## src/rtl/rc_charge_timer.sv

```systemverilog
`default_nettype none
// ============================================================================
// Module      : rc_charge_timer
// Description : Discharge / charge sequencer for an RC network; times the
//               comparator threshold crossing in clock cycles.
// Revision    : 1.0
// ============================================================================
module rc_charge_timer #(
  parameter int CNT_W            = 16,
  parameter int DISCHARGE_CYCLES = 256,
  parameter int TIMEOUT          = 65535,
  parameter int SYNC_STAGES      = 2
) (
  input  logic             clk,
  input  logic             rst_n,
  input  logic             start,
  input  logic             abort,
  input  logic             cmp_i,
  output logic             drive_o,
  output logic             discharge_o,
  output logic             busy,
  output logic             done,
  output logic             timeout_o,
  output logic [CNT_W-1:0] result
);

  localparam logic [63:0]      c_cnt_max  = (64'd1 << CNT_W) - 64'd1;
  localparam logic [CNT_W-1:0] c_dis_last = CNT_W'(DISCHARGE_CYCLES - 1);
  localparam logic [CNT_W-1:0] c_timeout  = CNT_W'(TIMEOUT);

  if (DISCHARGE_CYCLES < 1) begin : g_chk_dis_min
    $error("rc_charge_timer: DISCHARGE_CYCLES must be >= 1");
  end
  if (64'(DISCHARGE_CYCLES) > c_cnt_max) begin : g_chk_dis_fit
    $error("rc_charge_timer: DISCHARGE_CYCLES does not fit in CNT_W");
  end
  if (TIMEOUT < 0 || 64'(TIMEOUT) > c_cnt_max) begin : g_chk_timeout
    $error("rc_charge_timer: TIMEOUT must be <= 2^CNT_W-1");
  end
  if (SYNC_STAGES < 2) begin : g_chk_sync
    $error("rc_charge_timer: SYNC_STAGES must be >= 2");
  end

  typedef enum logic [1:0] {
    ST_IDLE      = 2'd0,
    ST_DISCHARGE = 2'd1,
    ST_CHARGE    = 2'd2
  } state_t;

  state_t                 r_state;
  logic [CNT_W-1:0]       r_cnt;
  logic [SYNC_STAGES-1:0] r_cmp_sync;
  logic                   w_cmp_s;

  // Comparator is asynchronous to clk; only the last stage is ever observed.
  always_ff @(posedge clk or negedge rst_n) begin
    if (!rst_n) begin
      r_cmp_sync <= '0;
    end else begin
      r_cmp_sync <= {r_cmp_sync[SYNC_STAGES-2:0], cmp_i};
    end
  end

  assign w_cmp_s = r_cmp_sync[SYNC_STAGES-1];

  always_ff @(posedge clk or negedge rst_n) begin
    if (!rst_n) begin
      r_state     <= ST_IDLE;
      r_cnt       <= '0;
      drive_o     <= 1'b0;
      discharge_o <= 1'b0;
      busy        <= 1'b0;
      done        <= 1'b0;
      timeout_o   <= 1'b0;
      result      <= '0;
    end else begin
      done <= 1'b0;
      case (r_state)
        ST_IDLE: begin
          if (start && !abort) begin
            r_state     <= ST_DISCHARGE;
            r_cnt       <= '0;
            discharge_o <= 1'b1;
            busy        <= 1'b1;
          end
        end
        ST_DISCHARGE: begin
          if (abort) begin
            r_state     <= ST_IDLE;
            discharge_o <= 1'b0;
            busy        <= 1'b0;
          end else if (r_cnt == c_dis_last) begin
            // Switch drivers in one edge so the two never overlap.
            r_state     <= ST_CHARGE;
            r_cnt       <= '0;
            discharge_o <= 1'b0;
            drive_o     <= 1'b1;
          end else begin
            r_cnt <= r_cnt + 1'b1;
          end
        end
        ST_CHARGE: begin
          if (abort) begin
            r_state <= ST_IDLE;
            drive_o <= 1'b0;
            busy    <= 1'b0;
          end else if (w_cmp_s) begin
            r_state   <= ST_IDLE;
            drive_o   <= 1'b0;
            busy      <= 1'b0;
            done      <= 1'b1;
            timeout_o <= 1'b0;
            result    <= r_cnt;
          end else if (r_cnt == c_timeout) begin
            r_state   <= ST_IDLE;
            drive_o   <= 1'b0;
            busy      <= 1'b0;
            done      <= 1'b1;
            timeout_o <= 1'b1;
            result    <= c_timeout;
          end else begin
            r_cnt <= r_cnt + 1'b1;
          end
        end
        default: begin
          r_state     <= ST_IDLE;
          drive_o     <= 1'b0;
          discharge_o <= 1'b0;
          busy        <= 1'b0;
        end
      endcase
    end
  end

endmodule
`default_nettype wire

```

## config.mk

```make
export PLATFORM = sky130hd
export DESIGN_NAME = rc_charge_timer
export DESIGN_NICKNAME = d
export VERILOG_FILES = /design/src/rtl/rc_charge_timer.sv
export SDC_FILE = /design/constraint.sdc
export NUM_CORES = 1
export LEC_CHECK = 0
export ABC_CLOCK_PERIOD_IN_PS = 2050
export BUFFER_PORTS_ARGS = -buffer_cell sky130_fd_sc_hd__clkbuf_2
export CORE_ASPECT_RATIO = 1.75
export CORE_UTILIZATION = 25
export CTS_BUF_LIST = sky130_fd_sc_hd__clkbuf_2 sky130_fd_sc_hd__clkbuf_4 sky130_fd_sc_hd__clkbuf_8
export DETAILED_ROUTE_END_ITERATION = 16
export GPL_ROUTABILITY_DRIVEN = 1
export PLACE_DENSITY = 0.43
export SYNTH_ARGS = -nofsm -noshare
export SYNTH_HDL_FRONTEND = slang
export SYNTH_SLANG_ARGS = --single-unit
```

## constraint.sdc

```tcl
create_clock -name clk -period 2.05 [get_ports clk]
set_input_delay 0.1025 -clock clk [delete_from_list [all_inputs] [get_ports clk]]
set_output_delay 0.1025 -clock clk [all_outputs]
set_load 0.1 [all_outputs]
```

==> results of run 1 <==
## metal layers
layer  track usage [%]  up-vias  wire length [µm]
li1                  -      869                 -
met1              15.8      880              2380
met2              27.1       32              3300
met3              2.66        8               149
met4              7.12        0               110
met5                 0        -                 0
## worst max-delay path, delay by kind of cell (launching register included)
kind	cells	cell delay, ps
and+or+nand+nor	3	1060
DFF	1	390
buffers and inverters	1	170
AOI/OAI and AO/OA	1	290
## power by group through the flow
| stage | logic, W | clock network [W] | registers, W |
|---|---|---|---|
| after detailed placement | 0.000719 | 0 | 0.000902 |
| after CTS | 0.000741 | 0.000596 | 0.000886 |
| after global placement | 0.000724 | 0 | 0.000898 |
| after floorplan | 0.000302 | 0 | 0.00103 |
| after global routing | 0.000833 | 0.000625 | 0.000892 |
| final | 0.000774 | 0.000568 | 0.000887 |
## logic make-up (layout without fill, tap and decap cells)
kind of cell / Yosys count / count (layout) / share of synthesized area, %
AND/OR/NAND/NOR: 75 / 75 / 20.6
adder cells (fa/ha/maj): 5 / 5 / 3.08
buffers and inverters: 11 / 84 / 3.01
flip-flops: 41 / 41 / 50.5
AO/OA/AOI/OAI: 57 / 57 / 22.9
## flip-flops by register name, indices dropped and copies added, names as in the netlist
register     flops
drive_o          1
r_cnt           16
timeout_o        1
r_state          2
discharge_o      1
result          16
busy             1
r_cmp_sync       2
done             1
## worst max path at each step
stage | end | slack [ps] | cells after the start
4_1_cts | drive_o | -50 | 7
2_1_floorplan | r_cnt[15] | 9 | 8
5_1_grt | r_state[0] | -50 | 5
6_report | r_state[0] | 30 | 5
3_3_place_gp | r_cnt[7] | -110 | 6
3_5_place_dp | r_cnt[5] | -90 | 6
## per-stage QoR
stage | setup WS (ps) | utilization [%] | setup TNS (ps) | instances | hold WS, ps
2_1_floorplan | 8.61 | - | 0 | 189 | -193
3_3_place_gp | -110 | 32.3 | -323 | 338 | 93.0
3_5_place_dp | -92.2 | 32.3 | -309 | 338 | 98.7
4_1_cts | -54.2 | 34.0 | -170 | 348 | 66.5
5_1_grt | -50.7 | 35.2 | -241 | 352 | 105
6_report | 30.5 | 35.2 | 0 | 352 | 90.6
## synthesized netlist by cell type, types with 2 or more instances
master	count	area share [%]
a21oi_1	3	0.74
a221o_1	3	1.5
a22o_1	6	2.6
and2_1	2	0.62
and3_1	4	1.2
buf_6	2	1.1
clkbuf_1	2	0.37
dfrtp_1	41	50
ha_1	5	3.1
inv_1	4	0.74
nand2_1	20	3.7
nand2b_1	2	0.62
nand3_1	10	2.5
nand4_1	5	1.5
nor2_1	10	1.8
nor2b_1	4	1.2
nor3_1	6	1.5
o21ai_0	8	2.0
o22a_1	15	6.5
o311ai_0	2	0.86
o32a_1	4	2.0
or4_1	2	0.74
## what timing repair did
item / 4_1_cts / 5_1_grt
gates resized for setup: 5 / 14
hold buffers: 2 / 0
endpoints found under the hold margin: 42 / 0
endpoints found under the setup margin: 9 / 25
pin swaps: 2 / 8
buffers inserted: 0 / 4
## cell type report
class,count,area [µm²]
Inverter,4,15.0
Fill cell,808,5130
Tap cell,90,113
Timing Repair Buffer,72,508
Clock buffer,8,91.3
Sequential cell,41,1030
Multi-Input combinational cell,137,1030
==> summary.md, run 1 <==
| Metric | Value |
|---|---|
| Arrival time worst endpoint | 2210 ps |
| Vias | 1789 |
| CORE AREA | 7910 µm² |
| Fin. max-slew vios | 0 |
| Switching share of total power | 35.4% |
| P&R area growth vs syn | 36.7% |
| Final HPWL DP | 4.32 mm |
| Detailed-router iteration count before antenna repair | 4 |
| Total CTS buffers | 5 |
| Cells after Synth | 189 |
| Area of the mapped netlist | 2030 µm² |
| Synth unique cells | 51 |
| Die ar. | 8510 µm² |
| WHS Endpoint | busy |
| CTS sink count | 41 |
| Ys Warns | 0 |
| DRC errors left | 0 |
| Seq/Total Area, Yosys | 50.5% |
| Final WL | 5.94 mm |
| Syn_nets | 199 |
| P_int | 0.00144 W |
| Cell Chain, Critical Path | or4_4, nor4_4, buf_4, and2b_2, o32a_1 |
| Die Y | 121 µm |
| Final setup vio count | 0 |
| Setup CP Type | flop to flop |
| Worst Setup SP | r_cnt[9] |
| Worst hold path depth | 2 |
| PwrDens | 802 nW/µm² |
| Leak | 1.33 nW |
| Clk_lat worst skew | 300 ps |
| Seq cells post-synth | 41 |
| DRT iter0 DRCs | 71 |
| Clk pwr share | 25.5% |
| Row count | 43 |
| Combinational Power Share | 34.7% |
| Depth of the most critical reg-to-reg path | 5 |
| Inserted Diodes | 0 |
| FMAX | 495 MHz |
| Vias per inst | 5.08 |
| Ys async rst share | 100% |
| Layout cell share with drive strength beyond 1 | 40.8% |
| Max stage delay on crit path | 550 ps |
| Clock Skew | 8.74 ps |
| Switch Pwr | 0.000789 W |
| CTS Buffer Depth | 2 |
| Clk pin slew, worst setup/hold paths | 80 ps |
| Startpoint types | flop |
| Port Buffers | 25 |
| Crit share post-route | 98.5% |
| Max rail drop VDD | 0.435 mV |
| Final Wtd Congestion | 0.825 |
| Largest net degree at the start of global routing | 24 |
| DIE WIDTH | 70.2 µm |
| Flop pwr share | 39.8% |
| Commonest non-fill, non-tap cell in the layout | buf_4 |
| Worst hold path class | input port to flop |
| RSZ-0062 raised after global routing | true |
| FF-to-FF Start | r_cnt[9] |
| First-pass GRT wire length | 9.29 mm |
| Most frequent cells in the layout | buf_4 (43), dfrtp_1 (40), clkbuf_2 (25) |
| GRT Util Overall | 14.7% |
| Hold path start | abort |
| Mapped Avg Cell Area | 10.8 µm² |
| Worst path slowest cell | or4_4 |
| Finished Cell Area | 2780 µm² |
| Initial Util | 25.7% |
| CTS root buffer | clkbuf_8 |
| Grt total ovfl | 0 |
| Reg-to-reg endpoint | r_state[0] |
| # nets final | 271 |
| Fin. Hold Viols | 0 |
| Vias in the first global route | 1795 |
| R2R Setup Slk | 30 ps |
| CTS tree | built |
| Crit end category | flop |
| Worst rel slew slack | 64.0% |
| Tmin final | 2020 ps |
| Pwr Total | 0.00223 W |
| Post-route ant nets | 0 |
| Max FO, Critical Path | 4 |
| Initial antenna violation count | 0 |
| Critical path data required time | 2240 ps |
| Least-Margin Pin Slew | 542 ps |
| WL/cell | 16.9 µm |
| MaxCap Viol Count | 0 |
| EDFF count, synth | 0 |
| Post-DP Area | 2560 µm² |
| Synth Flop Type | dfrtp_1 |
| IO Pins | 26 |
| Status | finished, final reports clean |
| CTS HTree Levels | 2 |
Power figures use the tool's default switching activity.
==> run 2, diff against run 1 <==
BUFFER_PORTS_ARGS = -buffer_cell sky130_fd_sc_hd__buf_2   (was -buffer_cell sky130_fd_sc_hd__clkbuf_2)
==> run 2 against run 1 <==
The flow now finishes with violations (negative setup slack); global-route usage grew 0.34 points; sequential power hardly changed; sequential share of layout area is 0.19 points higher; routed wire length is 1.6% lower; non-clock buffer count is 3 lower; total power up 0.18%; die area did not move; clock skew shrank 0.95 ps; via count down 1.3%; first-iteration DRC count rose by 23%; utilization is 0.22 points lower; critical endpoint is now discharge_o.
==> summary.md, run 2 (synthesis gave the netlist of run 1 again) <==
| Metric | Value |
|---|---|
| Commonest non-fill, non-tap cell in the layout | dfrtp_1 |
| Most frequent cells in the layout | dfrtp_1 (41), buf_4 (39), buf_2 (25) |
| Startpoint types | flop |
| IO Pins | 26 (unchanged) |
| CORE AREA | 7910 µm² (unchanged) |
| Post-route ant nets | 0 (unchanged) |
| Initial antenna violation count | 0 (unchanged) |
| Port Buffers | 25 (unchanged) |
| Hold path start | abort |
| Fin. Hold Viols | 0 (unchanged) |
| Tmin final | 2080 ps (+59.8 ps) |
| Worst hold margin | 107 ps (+16.8 ps) |
| Crit share post-route | 101% (+2.9 points) |
| Least-Margin Pin Slew | 486 ps (-56.1 ps) |
| Clk_lat worst skew | 300 ps (about the same) |
| Worst path slowest cell | or4_4 |
| First-pass GRT wire length | 9.61 mm (+3.5%) |
| Post-Place Setup Slack | -39.0 ps (+53.2 ps) |
| DIE WIDTH | 70.2 µm (unchanged) |
| CTS root buffer | clkbuf_8 |
| Die ar. | 8510 µm² (unchanged) |
| DRT iter0 DRCs | 87 (+23%) |
| FF-to-FF Start | r_cnt[11] |
| Vias | 1766 (-1.3%) |
| Final setup vio count | 1 (+1) |
| P&R area growth vs syn | 35.9% |
| CP top delay family | simple AND/OR/NAND/NOR gates |
| Cell Chain, Critical Path | or4_4, nor4_4, buf_4, and2b_2, o32a_1 |
| Status | finished with violations |
| Setup TNS | -29.3 ps (-29.3 ps) |
| Row count | 43 (unchanged) |
| CTS sink count | 41 (unchanged) |
| Grt total ovfl | 0 (unchanged) |
| Max FO, Critical Path | 4 (unchanged) |
| Largest regs | r_cnt (16), result (16) |
| PwrDens | 808 nW/µm² (+0.82%) |
| Max stage delay on crit path | 540 ps (about the same) |
| Vias per inst | 5.06 (-0.44%) |
| Critical path data required time | 2230 ps (about the same) |
| Buf/Inv on CP | 1 (unchanged) |
| Worst Setup SP | r_cnt[11] |
| Final HPWL DP | 4.22 mm (-2.5%) |
| CTS HTree Levels | 2 (unchanged) |
| Worst Setup Slack, final | -29.3 ps (-59.8 ps) |
| Total CTS buffers | 5 (unchanged) |
| Max rail drop VDD | 0.420 mV (-3.4%) |
| Worst rel slew slack | 67.8% (+3.8 points) |
| Inserted Diodes | 0 (unchanged) |
| MaxCap Viol Count | 0 (unchanged) |
| # nets final | 268 (-1.1%) |
| Setup CP Type | flop to flop |
| Failing checks | negative setup slack |
| Clk pin slew, worst setup/hold paths | 80 ps (about the same) |
| GRT Util Overall | 15.0% (+0.34 points) |
| Arrival time worst endpoint | 2260 ps (+50 ps) |
| Die Y | 121 µm (unchanged) |
| Initial Util | 25.7% (unchanged) |
| CTS Buffer Depth | 2 (unchanged) |
| FMAX | 481 MHz (-2.9%) |
| WL/cell | 16.7 µm (-0.79%) |
| CTS tree | built |
| Layout cell share with drive strength beyond 1 | 40.2% (-0.69 points) |
| DRC errors left | 0 (unchanged) |
| Largest net degree at the start of global routing | 18 (-25%) |
| R2R Setup Slk | -30 ps (-60 ps) |
| Leak | 1.32 nW (-0.75%) |
| RSZ-0062 raised after global routing | true |
| Crit end category | flop |
| Final WL | 5.84 mm (-1.6%) |
| Clock Skew | 7.79 ps (-0.949 ps) |
| Detailed-router iteration count before antenna repair | 4 (unchanged) |
| Pwr Total | 0.00223 W (+0.18%) |
| Final Wtd Congestion | 0.846 (+2.5%) |
| Fin. max-slew vios | 0 (unchanged) |
| Vias in the first global route | 1825 (+1.7%) |
| Worst hold path class | input port to flop |
==> run 2: final cells by class <==
| class | instances | area, µm² |
|---|---|---|
| inverter | 4 | 15.0 |
| fill | 820 | 5150 |
| sequential | 41 | 1030 |
| clock inverter | 1 | 7.51 |
| tap | 90 | 113 |
| clock buffer | 7 | 83.8 |
| multi-input combinational | 137 | 1030 |
| timing repair buffer | 69 | 489 |
==> run 2: per-layer routing <==
layer / vias to the layer above / global-route usage (%) / routed length [µm]
met5: - / 0 / 0
met4: 0 / 7.63 / 199
met3: 12 / 2.66 / 162
met2: 36 / 27.5 / 3230
met1: 865 / 16.3 / 2240
li1: 853 / - / -
==> run 2: worst paths after layout <==
check,end,cells after the start
setup / recovery,discharge_o,5
hold / removal,busy,2
setup reg to reg,discharge_o,5
hold reg to reg,r_cmp_sync[1],0
max in group asynchronous,r_cnt[12],3
min in group asynchronous,result[14],2
==> run 2: power by group <==
part / internal (W) / switching (W)
clock network: 0.000268 / 0.000291
logic: 0.000305 / 0.000485
registers: 0.000850 / 0.0000344
total: 0.00142 / 0.000810
==> run 2: worst reg2reg max path, delay by kind of cell (launching register included) <==
| family | cells | cell delay (ps) |
|---|---|---|
| simple gates | 3 | 1060 |
| flops | 1 | 420 |
| compound gates | 1 | 320 |
| buf+inv | 1 | 180 |
==> run 2: repair_timing <==
item / in CTS / in global routing
buffers inserted: 0 / 4
endpoints found under the hold margin: 15 / 0
hold buffers: 2 / 0
setup endpoints to repair: 8 / 18
pin swaps: 0 / 18
gates resized for setup: 6 / 19
==> run 2: stage by stage <==
| step | area, µm² | utilization, % | cells |
|---|---|---|---|
| final | 2760 | 34.9 | 349 |
| after global placement | 2530 | 32.1 | 335 |
| after CTS | 2680 | 33.9 | 345 |
| after detailed placement | 2530 | 32.1 | 335 |
| after floorplan | 2030 | - | 189 |
| after global routing | 2760 | 34.9 | 349 |
